==> src/rtl/beam_bounce.sv <==
// beam_bounce: NQ coloured squares bouncing off the 640x480 active edges,
// stepped once per frame, with a single registered VGA output stage.
module beam_bounce #(
    parameter int CORDW   = 10,
    parameter int H_RES   = 640,
    parameter int V_RES   = 480,
    parameter int NQ      = 4,
    parameter int Q_SIZE  = 32,
    parameter int Q_SPEED = 4,
    parameter int CHANW   = 3
) (
    input  logic             clk_pix,
    input  logic             rst,
    input  logic [CORDW-1:0] sx,
    input  logic [CORDW-1:0] sy,
    input  logic             hsync,
    input  logic             vsync,
    input  logic             de,
    input  logic             pause,
    output logic             vga_hsync,
    output logic             vga_vsync,
    output logic [CHANW-1:0] vga_r,
    output logic [CHANW-1:0] vga_g,
    output logic [CHANW-1:0] vga_b
);
    localparam int CW1 = CORDW + 1;
    localparam logic [CORDW:0] L_SIZE  = CW1'(Q_SIZE);
    localparam logic [CORDW:0] L_SPEED = CW1'(Q_SPEED);
    localparam logic [CORDW:0] L_HRES  = CW1'(H_RES);
    localparam logic [CORDW:0] L_VRES  = CW1'(V_RES);

    if (NQ < 1 || NQ > 7 || Q_SPEED < 1 || Q_SPEED >= Q_SIZE ||
        (2*NQ-1)*Q_SIZE > H_RES-Q_SIZE || NQ*Q_SIZE > V_RES-Q_SIZE)
    begin : g_bad_cfg
        $error("beam_bounce: square layout does not fit the screen");
    end

    logic [CORDW-1:0] r_qx [NQ];
    logic [CORDW-1:0] r_qy [NQ];
    logic [NQ-1:0]    r_dx;
    logic [NQ-1:0]    r_dy;
    logic             w_animate;
    logic [CHANW-1:0] w_r;
    logic [CHANW-1:0] w_g;
    logic [CHANW-1:0] w_b;

    // Returns {new direction, new position} for one axis.
    function automatic logic [CORDW:0] f_step(
        input logic [CORDW-1:0] q,
        input logic             d,
        input logic [CORDW:0]   res
    );
        logic [CORDW:0] w_q;
        logic [CORDW:0] w_out;
        w_q = {1'b0, q};
        if (d) begin
            if (w_q + L_SIZE + L_SPEED > res)
                w_out = {1'b0, CORDW'(res - L_SIZE)};
            else
                w_out = {1'b1, CORDW'(w_q + L_SPEED)};
        end else begin
            if (w_q < L_SPEED)
                w_out = {1'b1, {CORDW{1'b0}}};
            else
                w_out = {1'b0, CORDW'(w_q - L_SPEED)};
        end
        return w_out;
    endfunction

    assign w_animate = (sy == CORDW'(V_RES)) && (sx == '0);

    always_ff @(posedge clk_pix) begin
        if (rst) begin
            for (int i = 0; i < NQ; i++) begin
                r_qx[i] <= CORDW'(2 * i * Q_SIZE);
                r_qy[i] <= CORDW'(i * Q_SIZE);
                r_dx[i] <= ((i % 2) == 0);
                r_dy[i] <= 1'b1;
            end
        end else if (w_animate && !pause) begin
            for (int i = 0; i < NQ; i++) begin
                {r_dx[i], r_qx[i]} <= f_step(r_qx[i], r_dx[i], L_HRES);
                {r_dy[i], r_qy[i]} <= f_step(r_qy[i], r_dy[i], L_VRES);
            end
        end
    end

    // Walk from the highest index down so the lowest hit index wins.
    always_comb begin
        w_r = '0;
        w_g = '0;
        w_b = '0;
        w_b[CHANW-1] = 1'b1;
        for (int i = NQ - 1; i >= 0; i--) begin
            if ({1'b0, sx} >= {1'b0, r_qx[i]} &&
                {1'b0, sx} <  {1'b0, r_qx[i]} + L_SIZE &&
                {1'b0, sy} >= {1'b0, r_qy[i]} &&
                {1'b0, sy} <  {1'b0, r_qy[i]} + L_SIZE) begin
                w_r = {CHANW{((i + 1) % 2) == 1}};
                w_g = {CHANW{(((i + 1) / 2) % 2) == 1}};
                w_b = {CHANW{(((i + 1) / 4) % 2) == 1}};
            end
        end
    end

    always_ff @(posedge clk_pix) begin
        if (rst) begin
            vga_hsync <= 1'b0;
            vga_vsync <= 1'b0;
            vga_r     <= '0;
            vga_g     <= '0;
            vga_b     <= '0;
        end else begin
            vga_hsync <= hsync;
            vga_vsync <= vsync;
            vga_r     <= de ? w_r : '0;
            vga_g     <= de ? w_g : '0;
            vga_b     <= de ? w_b : '0;
        end
    end

endmodule

==> config.mk <==
export PLATFORM = sky130hd
export DESIGN_NAME = beam_bounce
export DESIGN_NICKNAME = d
export VERILOG_FILES = /design/src/rtl/beam_bounce.sv
export SDC_FILE = /design/constraint.sdc
export NUM_CORES = 1
export LEC_CHECK = 0
export CAP_MARGIN = 30
export CORE_MARGIN = 2
export CORE_UTILIZATION = 30
export CTS_CLUSTER_SIZE = 8
export DETAILED_ROUTE_END_ITERATION = 8
export GPL_TIMING_DRIVEN = 0
export PLACE_DENSITY = 0.56
export SYNTH_ARGS = -nofsm -noshare
export SYNTH_HDL_FRONTEND = slang
export SYNTH_SLANG_ARGS = --single-unit
==> constraint.sdc <==
create_clock -name clk_pix -period 3.6 [get_ports clk_pix]
set_input_delay 0.9 -clock clk_pix [delete_from_list [all_inputs] [get_ports clk_pix]]
set_output_delay 0.9 -clock clk_pix [all_outputs]
set_load 0.03 [all_outputs]
* After elaboration in Yosys (flattened, before gate mapping)
Index checks and enable logic that the tools add are counted.
** Storage, ports and cells
- Bits of input ports :: 26
- Memory bits (read-only) :: 0
- Output and inout bits :: 11
- Memories kept :: 0
- Latch bits :: 0
- Bits in registers :: 99
- RAM bits :: 0
** Cells by class
- Shift operators :: 0
- Order comparisons :: 32
- Reductions and logical operators :: 19
- $mul :: 0
- Divide/modulo/power cells :: 0
- Bitwise logic cells :: 1
- Muxes and demuxes :: 29
- Equality and inequality tests :: 1
- Add/subtract/negate cells :: 32
** Operators with widths (count)
- $mux 11 :: 24
- $add 10x6->11 const B :: 8
- $add 11x3->11 const B :: 8
- $lt 10x11->1 :: 8
- $add 10x3->10 const B :: 8
- $ge 10x10->1 :: 8
- $lt 10x3->1 const B :: 8
- $sub 10x3->10 const B :: 8
- $gt 11x10->1 const B :: 4
- $gt 11x9->1 const B :: 4
- $logic_and 1x1->1 :: 14
- $mux 3 :: 4
- $eq 10x9->1 const B :: 1
- $logic_not 10->1 :: 1
- $reduce_or 5->1 :: 1
- $reduce_or 3->1 :: 1
- $mux 2 :: 1
- $reduce_or 2->1 :: 1
- $logic_not 1->1 :: 1
- $not 1->1 :: 1

* Longest topological paths before layout
- Depth in word-level cells :: 8
- Mapped depth :: 12
- Depth with buffers taken out :: 11

* Least setup slack after synthesis
OpenSTA, ideal clock, no wires.
- Path type :: input -> register
- From :: input sx[3]
- To :: register r_qy[15] in the netlist's numbering
- Data required time :: 3.468 ns
- Slack :: 0.436 ns
- Arrival time :: 3.032 ns
- Setup time :: 0.132 ns
- Stages :: 8
- Path buffers :: 3
- Cells stage by stage :: or4_4 > or4_4 > or4_1 > buf_2 > buf_6 > buf_2 > a221oi_1 > a21oi_1
** On the way
- Longest elaborated chain between the ends :: 3
** Ends and longest elaborated chain
- start, declared :: RTL line 14 : input logic [CORDW-1:0] sx,
- $logic_not 10->1 :: RTL line 70 : assign w_animate = (sy == CORDW'(V_RES)) && (sx == '0);
- $logic_and 1x1->1 :: RTL line 70
- $logic_and 1x1->1 :: RTL line 80 : end else if (w_animate && !pause) begin
- end signal, assigned by index :: RTL line 76 : r_qy[i] <= CORDW'(i * Q_SIZE);
- end signal, assigned by index :: RTL line 83 : {r_dy[i], r_qy[i]} <= f_step(r_qy[i], r_dy[i], L_VRES);
- end, declared :: RTL line 39 : logic [CORDW-1:0] r_qy [NQ];
No other way between the ends.
A chain may end at the register's enable or synchronous reset.

* Final worst setup path
Same ends and word-level chain as after synthesis.

==> flow_metrics.env <==
export IMPL_outcome="complete, no violations"
export IMPL_buffer_ports_inserted=35
export IMPL_number_of_global_route_vias_before_repair=9098
export IMPL_worst_setup_hold_path_clk_slew_ns=0.07
export IMPL_synth_edf_count=0
export IMPL_netlist_top_cells_count="142 x sky130_fd_sc_hd__ha_1, 100 x sky130_fd_sc_hd__o21ai_0, 96 x sky130_fd_sc_hd__a21oi_1"
export IMPL_cts_root_buf="sky130_fd_sc_hd__clkbuf_16"
export IMPL_track_usage=0.205
export IMPL_layout_area_overhead_vs_synth_pct=13.5
export IMPL_required_ns=3.80
export IMPL_wire_length_reported_by_the_detailed_router_um=32500
export IMPL_crit_path_top_delay_cell="sky130_fd_sc_hd__or4_4"
export IMPL_antenna_diode_count=0
export IMPL_holdCritPathClass="reg2reg"
export IMPL_worst_clock_skew_ns=0.00808
export IMPL_fmaxAchievable_mhz=283
export IMPL_synth_largest_area_cell="sky130_fd_sc_hd__ha_1"
export IMPL_cap_violations=0
export IMPL_cellPowerDensity_mw_per_mm2=214
export IMPL_tritoncts_clock_tree="built"
export IMPL_synthTopCellsByArea="sky130_fd_sc_hd__ha_1 19%, sky130_fd_sc_hd__dfxtp_1 17%, sky130_fd_sc_hd__o21ai_0 5.5%"
export IMPL_multiInputGateArea_mm2=0.00698
export IMPL_numCtsBuffers=9
export IMPL_post_drt_via_cell_ratio=5.80
export IMPL_synth_cell_area_mm2=0.00915
export IMPL_synth_top_cell_area_share=0.194
export IMPL_floorplan_io_pins=37
export IMPL_fillers=3193
export IMPL_static_leakage_power_nw=3.86
export IMPL_design_final_nets=1447
export IMPL_synth_most_common_cell="sky130_fd_sc_hd__ha_1"
export IMPL_crit_path_setup_slack_layout_ns=0.0696
export IMPL_initial_utilization=0.307
export IMPL_worst_path_most_repeated_cell="sky130_fd_sc_hd__or4_4"
export IMPL_rows=63
export IMPL_pre_cts_ws_ns=-1.33
export IMPL_dieHeight_um=179
export IMPL_start_kind="primary input"
export IMPL_grt_overflow=0
export IMPL_routed_wire_length_per_instance_um=19.4
export IMPL_unrepaired_setup_endpoints_after_global_routing="false"
export IMPL_gp_routability_congestion=0.918
export IMPL_yosysSeqAreaShare=0.171
export IMPL_drc_errors=0
export IMPL_synth_main_ff_cell="sky130_fd_sc_hd__dfxtp_1"
export IMPL_share_clk_of_total_power=0.447
export IMPL_drive_above_1_share=0.0624
export IMPL_tightest_slew_ns=1.11
export IMPL_synth_ff_latch_count=78
export IMPL_vdd_drop_max_v=0.000216
export IMPL_worst_skew_pair_late_latency_ns=0.36
export IMPL_timing_final_max_slew_violations=0
export IMPL_pin_count_of_the_biggest_net_entering_global_routing=13
export IMPL_cp_end_kind="register"
export IMPL_fp_dieArea_mm2=0.0319
export IMPL_drt_initial_drc_count=718
export IMPL_synth_fp_nets=1397
export IMPL_layout_area_seq_mm2=0.00156
export IMPL_initial_antenna_violation_count=0
export IMPL_synth_lib_cells_used_distinct=79
export IMPL_syn_avg_cell_area_um2=7.44
export IMPL_dp_hpwl_um=24100
export IMPL_cts_hold_buffers_added=0
export IMPL_power_share_combinational=0.157
export IMPL_postSynth_asyncResetShare=0
export IMPL_ant_nets=0
export IMPL_critPathMaxStageDelay_ns=0.63
export IMPL_net_switching_power_mw=0.644
export IMPL_dr_total_vias=9704
export IMPL_cp_cell_sequence="dlygate4sd2_1, or4_4, or4_4, or4_1, buf_2, buf_6, buf_4, a221oi_1, a21oi_1"
export IMPL_relSlewSlack=0.251
export IMPL_post_route_min_period_ns=3.53
export IMPL_power_internal_mw=1.58
export IMPL_final_hold_violation_count=0
export IMPL_utilization=0.349
export IMPL_cts_max_level=3
export IMPL_grt_first_pass_wirelength_um=50500
export IMPL_netSwitchingFraction=0.290
export IMPL_detailedRoute_firstPassIterationCount=6
export IMPL_crit_type="in2reg"
export IMPL_tritoncts_num_sinks=78
export IMPL_die_w_um=179
export IMPL_period_share=0.981
export IMPL_report_final_setup_viol=0
export IMPL_yosysWarnings=0
export IMPL_critPathArrivalTime_ns=3.73
export IMPL_post_synth_inst_count=1229
export IMPL_worstPathMaxFanout=10
export IMPL_seq_power_share=0.396
export IMPL_fp_coreArea_mm2=0.0298
export IMPL_max_clock_path_buffers=2
==> registers in the layout, summed over array words and instances (netlist names) <==
| register | cells |
|---|---|
| vga_hsync | 1 |
| vga_b | 2 |
| r_qx | 32 |
| vga_g | 1 |
| r_dy | 4 |
| vga_r | 1 |
| r_qy | 32 |
| vga_vsync | 1 |
| r_dx | 4 |
==> layer usage <==
| layer | GRT usage | vias up | routed length [um] |
|---|---|---|---|
| met5 | 0 | - | 0 |
| met4 | 0.0901 | 0 | 1210 |
| met3 | 0.0303 | 79 | 2120 |
| met2 | 0.327 | 360 | 14500 |
| met1 | 0.272 | 4563 | 14700 |
| li1 | - | 4702 | - |
==> path summary, 6_finish.rpt <==
kind                                             from                     to  slack (ns)  cells after the start
worst min register to register   r_qx[2]$_SDFFE_PP0P_   r_qx[2]$_SDFFE_PP0P_        0.53                      2
worst max register to register  r_qy[15]$_SDFFE_PP0P_    vga_b[1]$_SDFF_PP0_        0.13                     12
worst min-delay path             r_qx[2]$_SDFFE_PP0P_   r_qx[2]$_SDFFE_PP0P_        0.53                      2
worst max-delay path                            sx[3]  r_qy[15]$_SDFFE_PP0P_        0.07                      9
==> power groups by stage <==
stage                     Sequential [mW]  Clock [mW]  Combinational, mW
final                               0.881       0.994              0.349
after global routing                0.881        1.04              0.387
after CTS                           0.880        1.01              0.346
after global placement              0.900           0              0.340
after floorplan                     0.903           0              0.201
after detailed placement            0.900           0              0.348
==> worst max-delay path, delay by kind of cell <==
kind	cells	cell delay [ns]
buffers and inverters	4	0.95
and+or+nand+nor	3	1.48
AOI/OAI and AO/OA	2	0.39
==> layout by cell type, fill, tap and decap left out, drive strengths merged, types with 10 or more instances in the layout <==
| master | instances |
|---|---|
| ha | 142 |
| o21ai | 100 |
| a21oi | 96 |
| inv | 87 |
| nand2 | 79 |
| dfxtp | 78 |
| nor2 | 71 |
| clkbuf | 65 |
| nand3 | 53 |
| nor3 | 50 |
| xnor2 | 35 |
| nand4 | 31 |
| buf | 26 |
| a211oi | 24 |
| o211ai | 22 |
| a31oi | 21 |
| clkdlybuf4s50 | 20 |
| a21o | 17 |
| nand2b | 17 |
| a221oi | 16 |
| nor4 | 16 |
| and3 | 14 |
| o21a | 13 |
| or4 | 10 |
==> metrics by stage <==
| stage | total power, mW | instance area, um^2 | cells | TNS (ns) | hold slack, ns |
|---|---|---|---|---|---|
| 2_1_floorplan | 1.10 | 9150 | 1229 | 0 | 0.483 |
| 3_3_place_gp | 1.24 | 9990 | 1654 | -93.19 | 0.504 |
| 3_5_place_dp | 1.25 | 10000 | 1656 | -69.55 | 0.513 |
| 4_1_cts | 2.23 | 10400 | 1673 | 0 | 0.526 |
| 5_1_grt | 2.31 | 10400 | 1673 | 0 | 0.562 |
| 6_report | 2.22 | 10400 | 1673 | 0 | 0.525 |
==> repair_timing <==
item,in CTS,in global routing
endpoints found under the setup margin,76,19
resized for setup,30,19
pin swaps,1,0
setup buffers,2,0
==> area by class of cell <==
cell class,instances,area share
tap,390,0.0470
sequential,78,0.150
clock buffer,12,0.0247
inverter,89,0.0322
clock inverter,3,0.00422
multi-input combinational,989,0.672
buffer,73,0.0338
timing repair buffer,39,0.0359
==> logic make-up (layout without fill, tap and decap cells) <==
kind of cell / count (synthesis) / count (layout) / synth area share
xor gates and xnor gates: 43 / 43 / 0.0412
and+or+nand+nor: 402 / 402 / 0.232
adders and majority gates: 143 / 143 / 0.195
buffers and inverters: 162 / 216 / 0.0711
AOI/OAI and AO/OA: 391 / 391 / 0.278
DFF: 78 / 78 / 0.171
muxes: 10 / 10 / 0.0111
(Power assumes the default switching activity.)
